==> src/rtl/uart_transmitter_pkg.sv <==
// Shared types and constants for the UART transmitter: configuration code enums,
// FSM state encoding and width-code helpers.
package uart_transmitter_pkg;

    typedef enum logic [1:0] {
        DwFive  = 2'b00,
        DwSix   = 2'b01,
        DwSeven = 2'b10,
        DwEight = 2'b11
    } data_width_t;

    typedef enum logic [1:0] {
        ParEven    = 2'b00,
        ParOdd     = 2'b01,
        ParNone    = 2'b10,
        ParNoneAlt = 2'b11
    } parity_mode_t;

    // Codes 1x are reserved and behave as a single stop bit.
    typedef enum logic [1:0] {
        StopOne  = 2'b00,
        StopTwo  = 2'b01,
        StopRsv0 = 2'b10,
        StopRsv1 = 2'b11
    } stop_bits_t;

    typedef enum logic [2:0] {
        StIdle,
        StStart,
        StData,
        StParity,
        StStop
    } tx_state_t;

    // Number of data bits for each width code.
    localparam int unsigned BITS_DW5 = 5;
    localparam int unsigned BITS_DW6 = 6;
    localparam int unsigned BITS_DW7 = 7;
    localparam int unsigned BITS_DW8 = 8;

    // Index of the final data bit of a frame for the given width code.
    function automatic logic [2:0] last_data_idx(data_width_t w);
        logic [2:0] idx;
        case (w)
            DwFive:  idx = 3'(BITS_DW5 - 1);
            DwSix:   idx = 3'(BITS_DW6 - 1);
            DwSeven: idx = 3'(BITS_DW7 - 1);
            default: idx = 3'(BITS_DW8 - 1);
        endcase
        return idx;
    endfunction

    // Mask selecting the bits of a byte that are actually transmitted.
    function automatic logic [7:0] data_mask(data_width_t w);
        logic [7:0] m;
        case (w)
            DwFive:  m = 8'h1F;
            DwSix:   m = 8'h3F;
            DwSeven: m = 8'h7F;
            default: m = 8'hFF;
        endcase
        return m;
    endfunction

endpackage

==> src/rtl/uart_transmitter.sv <==
// UART transmitter: pops bytes from a first-word-fall-through FIFO and serializes
// them as start, 5-8 data bits LSB first, optional parity and 1-2 stop bits.
module uart_transmitter
    import uart_transmitter_pkg::*;
#(
    parameter int unsigned OVERSAMPLE = 16
) (
    input  logic       clk_i,
    input  logic       rst_i,
    input  logic       ov_baud_rt_i,
    input  logic       tx_enable_i,
    input  logic [1:0] data_width_i,
    input  logic [1:0] parity_mode_i,
    input  logic [1:0] stop_bits_i,
    input  logic       tx_fifo_empty_i,
    input  logic [7:0] tx_fifo_data_i,
    output logic       tx_fifo_read_o,
    output logic       tx_o,
    output logic       tx_done_o,
    output logic       busy_o
);

    localparam int unsigned TickW = $clog2(OVERSAMPLE);

    tx_state_t    r_state;
    logic [TickW-1:0] r_tick_cnt;
    logic [2:0]   r_bit_cnt;
    logic         r_stop_cnt;
    logic [7:0]   r_shift;
    logic [7:0]   r_byte;
    data_width_t  r_width;
    parity_mode_t r_parity;
    stop_bits_t   r_stop;
    logic         r_tx;
    logic         r_done;
    logic         r_busy;

    logic w_launch;
    logic w_bit_end;
    logic w_last_data;
    logic w_par_en;
    logic w_par_bit;
    logic w_last_stop;

    // Launch and bit-boundary decode; the pop strobe is combinational in IDLE.
    always_comb begin
        w_launch    = (r_state == StIdle) && tx_enable_i && !tx_fifo_empty_i && !rst_i;
        w_bit_end   = (r_tick_cnt == TickW'(OVERSAMPLE - 1));
        w_last_data = (r_bit_cnt == last_data_idx(r_width));
        w_par_en    = (r_parity == ParEven) || (r_parity == ParOdd);
        // Parity covers only the bits actually sent, from the latched byte.
        w_par_bit   = (^(r_byte & data_mask(r_width))) ^ (r_parity == ParOdd);
        w_last_stop = (r_stop != StopTwo) || r_stop_cnt;
    end

    assign tx_fifo_read_o = w_launch;
    assign tx_o           = r_tx;
    assign tx_done_o      = r_done;
    assign busy_o         = r_busy;

    // Frame FSM with tick/bit counters, shift register and registered line outputs.
    always_ff @(posedge clk_i) begin
        if (rst_i) begin
            r_state    <= StIdle;
            r_tick_cnt <= '0;
            r_bit_cnt  <= '0;
            r_stop_cnt <= 1'b0;
            r_shift    <= '0;
            r_byte     <= '0;
            r_width    <= DwFive;
            r_parity   <= ParEven;
            r_stop     <= StopOne;
            r_tx       <= 1'b1;
            r_done     <= 1'b0;
            r_busy     <= 1'b0;
        end else begin
            r_done <= 1'b0;
            if (r_state == StIdle) begin
                r_tx <= 1'b1;
                if (w_launch) begin
                    r_shift    <= tx_fifo_data_i;
                    r_byte     <= tx_fifo_data_i;
                    r_width    <= data_width_t'(data_width_i);
                    r_parity   <= parity_mode_t'(parity_mode_i);
                    r_stop     <= stop_bits_t'(stop_bits_i);
                    // Ticks seen in IDLE never count toward the start bit.
                    r_tick_cnt <= '0;
                    r_bit_cnt  <= '0;
                    r_stop_cnt <= 1'b0;
                    r_state    <= StStart;
                    r_tx       <= 1'b0;
                    r_busy     <= 1'b1;
                end
            end else if (ov_baud_rt_i) begin
                if (!w_bit_end) begin
                    r_tick_cnt <= r_tick_cnt + TickW'(1);
                end else begin
                    r_tick_cnt <= '0;
                    case (r_state)
                        StStart: begin
                            r_state <= StData;
                            r_tx    <= r_shift[0];
                        end
                        StData: begin
                            if (w_last_data) begin
                                if (w_par_en) begin
                                    r_state <= StParity;
                                    r_tx    <= w_par_bit;
                                end else begin
                                    r_state <= StStop;
                                    r_tx    <= 1'b1;
                                end
                            end else begin
                                r_bit_cnt <= r_bit_cnt + 3'd1;
                                r_shift   <= r_shift >> 1;
                                r_tx      <= r_shift[1];
                            end
                        end
                        StParity: begin
                            r_state <= StStop;
                            r_tx    <= 1'b1;
                        end
                        StStop: begin
                            if (w_last_stop) begin
                                r_state <= StIdle;
                                r_done  <= 1'b1;
                                r_busy  <= 1'b0;
                            end else begin
                                r_stop_cnt <= 1'b1;
                            end
                            r_tx <= 1'b1;
                        end
                        default: begin
                            r_state <= StIdle;
                            r_tx    <= 1'b1;
                            r_busy  <= 1'b0;
                        end
                    endcase
                end
            end
        end
    end

endmodule

==> config.mk <==
export PLATFORM = sky130hd
export DESIGN_NAME = uart_transmitter
export DESIGN_NICKNAME = d
export VERILOG_FILES = /design/src/rtl/uart_transmitter_pkg.sv /design/src/rtl/uart_transmitter.sv
export SDC_FILE = /design/constraint.sdc
export NUM_CORES = 1
export LEC_CHECK = 0
export BUFFER_PORTS_ARGS = -buffer_cell sky130_fd_sc_hd__buf_2
export CORE_MARGIN = 3
export CORE_UTILIZATION = 51
export CTS_BUF_LIST = sky130_fd_sc_hd__clkbuf_16
export DETAILED_ROUTE_END_ITERATION = 12
export PLACE_DENSITY = 0.75
export SLEW_MARGIN = 20
export SYNTH_ARGS = -nofsm -noshare
export SYNTH_HDL_FRONTEND = slang
export SYNTH_SLANG_ARGS = --single-unit
export TNS_END_PERCENT = 30
==> constraint.sdc <==
create_clock -name clk_i -period 1.97 [get_ports clk_i]
set_clock_uncertainty 0.1 [all_clocks]
set_input_delay 0.0985 -clock clk_i [delete_from_list [all_inputs] [get_ports clk_i]]
set_output_delay 0.0985 -clock clk_i [all_outputs]
set_load 0.005 [all_outputs]
=== Yosys cells after proc, flatten, opt, wreduce, memory -nomap -nowiden ===
Index checks and enable logic that the tools add are counted.

* Bits in registers: 36
* Word-level logic and storage cells: 105
* Bits of input ports: 19
* Output and inout bits: 4

* Bitwise logic cells: 5
* Add/sub/neg operators: 2
* Reductions and logical operators: 24
* Eq/ne operators: 16
* Multiplexer cells: 46

{| class="wikitable"
|+ Operators with widths
! operator !! number
|-
| 2-to-1 mux 8 bit || 6
|-
| 2-to-1 mux 3 bit || 13
|-
| one-hot mux 8 bit (3 select lines) || 1
|-
| AND reduction 5 bit || 4
|-
| 2-to-1 mux 1 bit || 18
|-
| 2-to-1 mux 4 bit || 4
|-
| one-hot mux 3 bit (4 select lines) || 1
|-
| AND 8 bit || 1
|-
| != test 2 x 1 -> 1 bit, second input constant || 4
|-
| nonzero test 2 bit || 4
|-
| parity 8 bit || 1
|-
| == test 3 x 2 -> 1 bit, second input constant || 2
|-
| != test 3 bit, second input constant || 2
|-
| one-hot mux 2 bit (3 select lines) || 1
|-
| AND reduction 2 bit || 3
|-
| OR reduction 5 bit || 1
|-
| adder 4 x 1 -> 4 bit, second input constant || 1
|-
| == test 2 x 1 -> 1 bit, second input constant || 2
|-
| == test 4 bit, second input constant || 1
|-
| logical NOT 2 bit || 2
|-
| one-hot mux 1 bit (2 select lines) || 2
|-
| adder 3 x 1 -> 3 bit, second input constant || 1
|-
| == test 3 x 1 -> 1 bit, second input constant || 1
|-
| == test 3 bit || 1
|-
| other kinds (10) || 16
|}

=== Depth between registers and ports, before layout ===
Gate-level depths: netlist (run 1).

* Depth after elaboration: 11
* Gate-level depth with buffers: 8
* Gate-level depth less buffers: 6

=== Least setup slack after synthesis (run 1) ===
No wires, ideal clock.

* Path kind: flip-flop to flip-flop
* Start point: register r_tick_cnt[0]
* End point: register r_state[1]
* Path slack: 55 ps
* Buffers on the path: 1
* Clock period less this slack: 1,915 ps
* Stages on the path, launching flop included: 8
* Data arrival time: 1,698 ps
* Cells stage by stage: dfxtp_1 ha_1 and4_1 clkbuf_2 nand2_1 a221oi_4 o31ai_1 a32o_1

* Cells in the longest elaborated chain, start to end: 3

{| class="wikitable"
|+ RTL lines
! element !! line !! RTL
|-
| from (decl) || uart_transmitter.sv:26 || <nowiki>logic [TickW-1:0] r_tick_cnt;</nowiki>
|-
| from (signal assigned) || uart_transmitter.sv:96 || <nowiki>r_tick_cnt <= r_tick_cnt + TickW'(1);</nowiki>
|-
| == test 4 bit || uart_transmitter.sv:48 || <nowiki>w_bit_end = (r_tick_cnt == TickW'(OVERSAMPLE - 1));</nowiki>
|-
| nonzero test 2 bit (no line) || n/a ||
|-
| AND reduction 5 bit (no line) || n/a ||
|-
| to (signal assigned) || uart_transmitter.sv:64 || <nowiki>r_state <= StIdle;</nowiki>
|-
| to (signal assigned) || uart_transmitter.sv:90 || <nowiki>r_state <= StStart;</nowiki>
|-
| to (signal assigned) || uart_transmitter.sv:101 || <nowiki>r_state <= StData;</nowiki>
|-
| to (decl) || uart_transmitter.sv:25 || <nowiki>tx_state_t r_state;</nowiki>
|}

Every way passes these cells.
A chain may end at the register's enable or synchronous reset.

=== Final worst setup path (run 1) ===
* Start point: register r_byte[4]
* End point: register r_tx (netlist: tx_o)

* Cells in the longest elaborated chain, start to end: 9

{| class="wikitable"
|+ RTL lines
! element !! line !! RTL
|-
| from (decl) || uart_transmitter.sv:30 || <nowiki>logic [7:0] r_byte;</nowiki>
|-
| from (signal assigned) || uart_transmitter.sv:82 || <nowiki>r_byte <= tx_fifo_data_i;</nowiki>
|-
| AND 8 bit || uart_transmitter.sv:52 || <nowiki>w_par_bit = (^(r_byte & data_mask(r_width))) ^ (r_parity == ParOdd);</nowiki>
|-
| parity 8 bit || uart_transmitter.sv:52 ||
|-
| XOR 1 bit || uart_transmitter.sv:52 ||
|-
| 2-to-1 mux 1 bit || uart_transmitter.sv:106 || <nowiki>if (w_par_en) begin</nowiki>
|-
| 2-to-1 mux 1 bit || uart_transmitter.sv:105 || <nowiki>if (w_last_data) begin</nowiki>
|-
| one-hot mux 1 bit (2 select lines) || uart_transmitter.sv:99 || <nowiki>case (r_state)</nowiki>
|-
| 2-to-1 mux 1 bit || uart_transmitter.sv:95 || <nowiki>if (!w_bit_end) begin</nowiki>
|-
| 2-to-1 mux 1 bit || uart_transmitter.sv:94 || <nowiki>end else if (ov_baud_rt_i) begin</nowiki>
|-
| 2-to-1 mux 1 bit || uart_transmitter.sv:78 || <nowiki>if (r_state == StIdle) begin</nowiki>
|-
| to (signal assigned) || uart_transmitter.sv:102 || <nowiki>r_tx <= r_shift[0];</nowiki>
|-
| to (signal assigned) || uart_transmitter.sv:108 || <nowiki>r_tx <= w_par_bit;</nowiki>
|-
| to (signal assigned) || uart_transmitter.sv:116 || <nowiki>r_tx <= r_shift[1];</nowiki>
|-
| to (decl) || uart_transmitter.sv:34 || <nowiki>logic r_tx;</nowiki>
|}

Every way passes these cells. The select of a mux whose other input is x is not followed.

==> reports/qor.yml, run 1 <==
clock_network:
  htreeDepth: 2
  clkSlewWorstSetupHoldPaths_ns: 0.05
  clockBufferDepth: 2
  cts_sinks: 36
  cts_buffers: 5
  clk_latency_ns: 0.27
  post_cts_buffers: 0
  root_buffer: "clkbuf_16"
  cts_tree: "built"
die:
  coreArea_um2: 3180
  die_h_um: 64.8
  rows: 20
  ios: 23
  chipWidth_um: 64.8
  start_util_pct: 55.5
  dieArea_um2: 4200
layout:
  layout-drive-gt1-share_pct: 21.3
  fin_cells: 298
  postLayoutCellArea_um2: 2260
  antenna_cells: 0
  nets: 275
  area_delta_synth_final_pct: 28.3
power_and_ir_drop:
  totalPowerFinal_mw: 1.71
  vdd_drop_max_uv: 589
  internal_power_mw: 1.31
  clkPwrFrac_pct: 42.1
  switching_share_pct: 23.1
  p_seq_share_pct: 45.4
  switchingPower_mw: 0.394
  power-per-cell-area_nw_per_um2: 755
  pwr-share-comb_pct: 12.5
  p_leak_nw: 0.874
placed_design:
  place_area_um2: 1980
  place_inst: 277
  place.gp.congestion: 0.901
  post-dp-hpwl_um: 2730
  port_buffers: 22
worst_setup_path:
  r2r-start: "r_byte[4]"
  r2r_slack_ns: 0.06
  critPathLaunch: "r_byte[4]"
  path_class: "register to register"
  cp_data_required_time_ns: 2.08
  rr_worst_depth: 5
  r2r_end: "tx_o"
  end_kind: "register"
  cp_max_fo: 2
  cp-start-kind: "register"
  crit_arrival_ns: 2.02
sta:
  rsz0062_at_grt: "true"
  relSlewSlack_pct: 60.3
  finalHoldViolCount: 0
  max_freq_mhz: 523
  setup_viol: 0
  period_share_pct: 97.1
  tightest_slew_ns: 0.580
  slew_violations: 0
  holdWs_ns: 0.0195
  min_period_ns: 1.91
logic_synthesis:
  ys_warn_count: 0
  synth_area_um2: 1760
  yosys_most_used_dff: "dfxtp_1"
  syn-mean-instance-area_um2: 8.40
  synthArstFlopShare_pct: 0
  synth_cell_types: 47
  synthCells: 210
  yosysSeqAreaShare_pct: 40.9
  ys_ff_latch: 36
  synth-edff-count: 0
  synth_fp_nets: 231
route:
  dr_total_vias: 1644
  drc: 0
  firstDrtPassIters: 4
  avgRoutedWirePerCell_um: 13.6
  viasPerCell: 5.52
  totalWireLength_um: 4060
  drtAntennaViolNets: 0
  drtIter0Drc: 106
global_routing:
  grt_pass1_vias: 1600
  overflow: 0
  grt_pass1_wl_um: 7140
  grt_antenna_before_repair: 0
  grt_max_degree: 37
  grt_usage_pct: 21.9
worst_hold_path:
  worstHoldStart: "ov_baud_rt_i"
  whs_endpoint: "r_tick_cnt[1]"
  min_path_cells: 3
  holdCritPathClass: "primary input to register"
outcome:
  status: "finished clean"
run:
  drv_cap: 0
[stage by stage]
step	worst slack [ns]	TNS, ns	utilization (%)
after floorplan	0.0549	0	-
after global placement	0.151	0	62.2
after detailed placement	0.106	0	62.2
after CTS	0.0632	0	70.8
after global routing	-0.00637	-0.00637	71.2
final	0.0580	0	71.2
[flip-flops by register name, summed over array words and instances, names as in the netlist]
register	count
r_byte	8
r_shift	8
r_tick_cnt	4
r_bit_cnt	3
r_state	3
r_parity	2
r_stop	2
r_width	2
busy_o	1
r_stop_cnt	1
tx_done_o	1
tx_o	1
[power groups by stage]
stage	Combinational, mW	Sequential, mW	Clock [mW]
finish	0.214	0.776	0.719
global route	0.238	0.778	0.768
CTS	0.212	0.775	0.731
detailed placement	0.189	0.790	0
global placement	0.187	0.789	0
floorplan	0.128	0.785	0
[metal layers]
| layer | global-route usage (%) | up-vias | wire length [um] | part of all wire [%] |
|---|---|---|---|---|
| li1 | - | 826 | - | - |
| met1 | 27.0 | 776 | 1830 | 45 |
| met2 | 36.7 | 33 | 2010 | 49 |
| met3 | 3.81 | 9 | 127 | 3.1 |
| met4 | 10.8 | 0 | 93 | 2.3 |
| met5 | 0 | - | 0 | 0 |
[synth_stat cells (all sizes together) (2+ instances only)]
master / n / area share (%)
a211oi: 3 / 1.3
a21oi: 20 / 5.7
a311oi: 8 / 4.0
a31oi: 2 / 0.71
and3: 2 / 0.71
buf: 5 / 2.1
clkbuf: 8 / 1.8
dfxtp: 36 / 41
ha: 2 / 1.4
inv: 6 / 1.3
mux2i: 7 / 4.0
nand2: 39 / 8.3
nand2b: 2 / 0.71
nand3: 9 / 2.8
nor2: 24 / 5.7
nor2b: 2 / 0.71
nor3: 2 / 1.2
nor3b: 3 / 1.3
o21ai: 4 / 1.3
o31ai: 2 / 0.85
or3: 3 / 1.1
or4: 2 / 0.85
xnor2: 5 / 2.9
[cell families (layout without fill, tap and decap cells)]
group           after synthesis  after routing  synth area share [%]
simple gates                 93             93                  25.5
compound gates               46             46                  18.4
flops                        36             36                  40.9
buf+inv                      19             63                  5.18
xor+xnor                      7              7                  4.68
mux                           7              7                  3.97
fa+ha+maj                     2              2                  1.42
[how the worst max path moves through the flow]
stage,endpoint
CTS,tx_o
floorplan,r_state[1]
global placement,tx_o
global route,tx_o
detailed placement,tx_o
finish,tx_o
[worst max-delay path, cell delays in order, from the launching register on]
cell and delay, ns:
dfxtp_1 0.36, xnor2_1 0.13, xnor3_1 0.42, or4_1 0.52, and3_1 0.20, o21ai_2 0.13
[timing repair]
item / in CTS / in global routing
hold buffers: 14 / 0
gates resized for setup: 0 / 4
endpoints found under the setup margin: 0 / 8
hold endpoints to repair: 16 / 0
[layout by cell type (no fill, tap or decap), types with 3 or more instances in the layout]
master | Yosys | routed
o21ai_0 | 3 | 3
buf_4 | 2 | 13
clkbuf_16 | 0 | 5
buf_2 | 2 | 22
mux2i_1 | 7 | 7
a21oi_1 | 20 | 20
nand2_1 | 39 | 39
nor2_1 | 22 | 22
a211oi_1 | 3 | 3
inv_1 | 5 | 5
xnor2_1 | 4 | 4
dlygate4sd3_1 | 0 | 14
a311oi_1 | 8 | 8
nor3b_1 | 3 | 3
or3_1 | 3 | 3
nand3_1 | 8 | 8
dfxtp_1 | 36 | 34
[area by class of cell]
type	instances	area (um^2)
Clock inverter	2	7.51
Sequential cell	36	723
Inverter	6	22.5
Fill cell	270	915
Tap cell	44	55.1
Clock buffer	5	125
Multi-Input combinational cell	155	962
Timing Repair Buffer	50	368
No activity file was read; power rests on OpenSTA's default activity.
==> run 2, diff against run 1 <==
CORE_UTILIZATION = 60   (was 51)
PLACE_DENSITY = 0.82   (was 0.75)
clock period = 2.2 ns   (was 1.97 ns; I/O delays follow)
==> reports/qor.yml, run 2 (synthesis results as in run 1) <==
outcome:
  status: "finished clean"
sta:
  period_share_pct: 95.2
  min_period_ns: 2.09
  holdWs_ns: 0.00358
  layout_setup_ws_ns: 0.105
  max_freq_mhz: 477
  finalHoldViolCount: 0
  setup_viol: 0
  rsz0062_at_grt: "false"
  slew_violations: 0
  relSlewSlack_pct: 54.6
  tns_ns: 0
  tightest_slew_ns: 0.663
global_routing:
  grt_antenna_before_repair: 0
  grt_max_degree: 37
  grt_pass1_vias: 1649
  overflow: 0
  grt_pass1_wl_um: 7280
  grt_usage_pct: 27.7
layout:
  multi_input_area_um2: 955
  layout_commonest_cell: "nand2_1"
  fillers: 187
  reg.largest.list: "r_byte x8, r_shift x8, r_tick_cnt x4"
  mostFrequentLayoutCells: "39 x nand2_1, 36 x dfxtp_1, 22 x nor2_1, 22 x buf_2, 20 x a21oi_1"
  nets: 264
  antenna_cells: 0
  area_delta_synth_final_pct: 23.0
  layout-drive-gt1-share_pct: 18.0
  postLayoutCellArea_um2: 2170
  regArea_um2: 721
route:
  firstDrtPassIters: 5
  drc: 0
  drtAntennaViolNets: 0
  avgRoutedWirePerCell_um: 16.3
  dr_total_vias: 1680
  totalWireLength_um: 4480
  drtIter0Drc: 127
  viasPerCell: 6.11
clock_network:
  clk_latency_ns: 0.28
  htreeDepth: 2
  cts_tree: "built"
  root_buffer: "clkbuf_16"
  clockBufferDepth: 2
  clkSlewWorstSetupHoldPaths_ns: 0.05
  post_cts_buffers: 0
  cts_buffers: 5
  cts_sinks: 36
power_and_ir_drop:
  vdd_drop_max_uv: 958
  internal_power_mw: 1.29
  clkPwrFrac_pct: 47.4
  pwr-share-comb_pct: 10.7
  switching_share_pct: 22.6
  switchingPower_mw: 0.375
  power-per-cell-area_nw_per_um2: 766
  p_seq_share_pct: 41.9
  p_leak_nw: 0.835
die:
  die_h_um: 60.2
  ios: 23
  dieArea_um2: 3630
  rows: 19
  chipWidth_um: 60.2
  coreArea_um2: 2780
  start_util_pct: 63.4
worst_setup_path:
  crit_arrival_ns: 2.17
  cp-start-kind: "register"
  cp_data_required_time_ns: 2.27
  end_kind: "register"
  path_cells: "ha_1, and4_2, nand2_1, a221oi_4, o31ai_1, a32o_1"
  crit_path_top_delay_cell: "dfxtp_1"
  cp_num_buf_inv: 0
  max_stage_delay_ns: 0.39
  path_class: "register to register"
  cp_max_fo: 7
  cp_top_family: "compound AO/OA/AOI/OAI gates"
placed_design:
  port_buffers: 22
  place_area_um2: 1870
  post-place-ws_ns: 0.0935
  place.gp.congestion: 0.937
  post-dp-hpwl_um: 2950
run:
  drv_cap: 0
worst_hold_path:
  holdCritPathClass: "primary input to register"
==> run 2: cell count changes in the layout (fill, tap and decap cells not counted), moves of 2 or more <==
cell	before	now
clkinv_1	2	0
dfxtp_2	2	0
dfxtp_1	34	36
buf_4	13	4
==> run 2: per-layer routing <==
metal  vias to the layer above  routed length [um]  global-route usage [%]
met5                         -                   0                       0
met4                         0                 168                    18.0
met3                        15                 213                    5.62
met2                        61                2330                    46.8
met1                       793                1770                    31.2
li1                        811                   -                       -
==> run 2: worst reg2reg max path, cell delays in order, from the launching register on <==
cell,delay [ns]
dfxtp_1,0.39
ha_1,0.25
and4_2,0.32
nand2_1,0.12
a221oi_4,0.39
o31ai_1,0.14
a32o_1,0.28
==> run 2: timing repair <==
action	in CTS	in global routing
hold buffers	13	0
hold endpoints to repair	14	0
setup endpoints to repair	0	8
resized for setup	0	2
==> run 2: worst paths after layout <==
| kind | end | depth (start not counted) | slack, ns | startpoint |
|---|---|---|---|---|
| hold reg to reg | r_shift[7] | 2 | 0.37 | r_shift[7] |
| setup reg to reg | r_state[1] | 6 | 0.11 | r_tick_cnt[0] |
| setup / recovery | r_state[1] | 6 | 0.11 | r_tick_cnt[0] |
| hold / removal | r_byte[1] | 3 | 0.004 | tx_fifo_data_i[1] |
==> run 2: power by group through the flow <==
stage          Combinational (mW)  Clock (mW)  Sequential, mW
2_1_floorplan               0.114           0           0.703
5_1_grt                     0.196       0.821           0.699
4_1_cts                     0.174       0.798           0.696
3_5_place_dp                0.155           0           0.710
3_3_place_gp                0.150           0           0.708
6_report                    0.178       0.789           0.697
==> run 2: area by class of cell <==
class | instances | area share [%]
inverters | 6 | 1.04
flip-flops and latches | 36 | 33.2
clock buffers | 5 | 5.76
clock inverters | 3 | 1.79
multi-input cells | 155 | 44.0
well taps | 31 | 1.79
repair buffers | 39 | 12.4
==> run 2: through the flow <==
| stage | power, mW | cells | utilization [%] |
|---|---|---|---|
| 6_report | 1.66 | 275 | 78.0 |
| 3_5_place_dp | 0.865 | 254 | 67.4 |
| 4_1_cts | 1.67 | 275 | 78.0 |
| 5_1_grt | 1.72 | 275 | 78.0 |
| 3_3_place_gp | 0.858 | 254 | 67.4 |
| 2_1_floorplan | 0.817 | 210 | - |
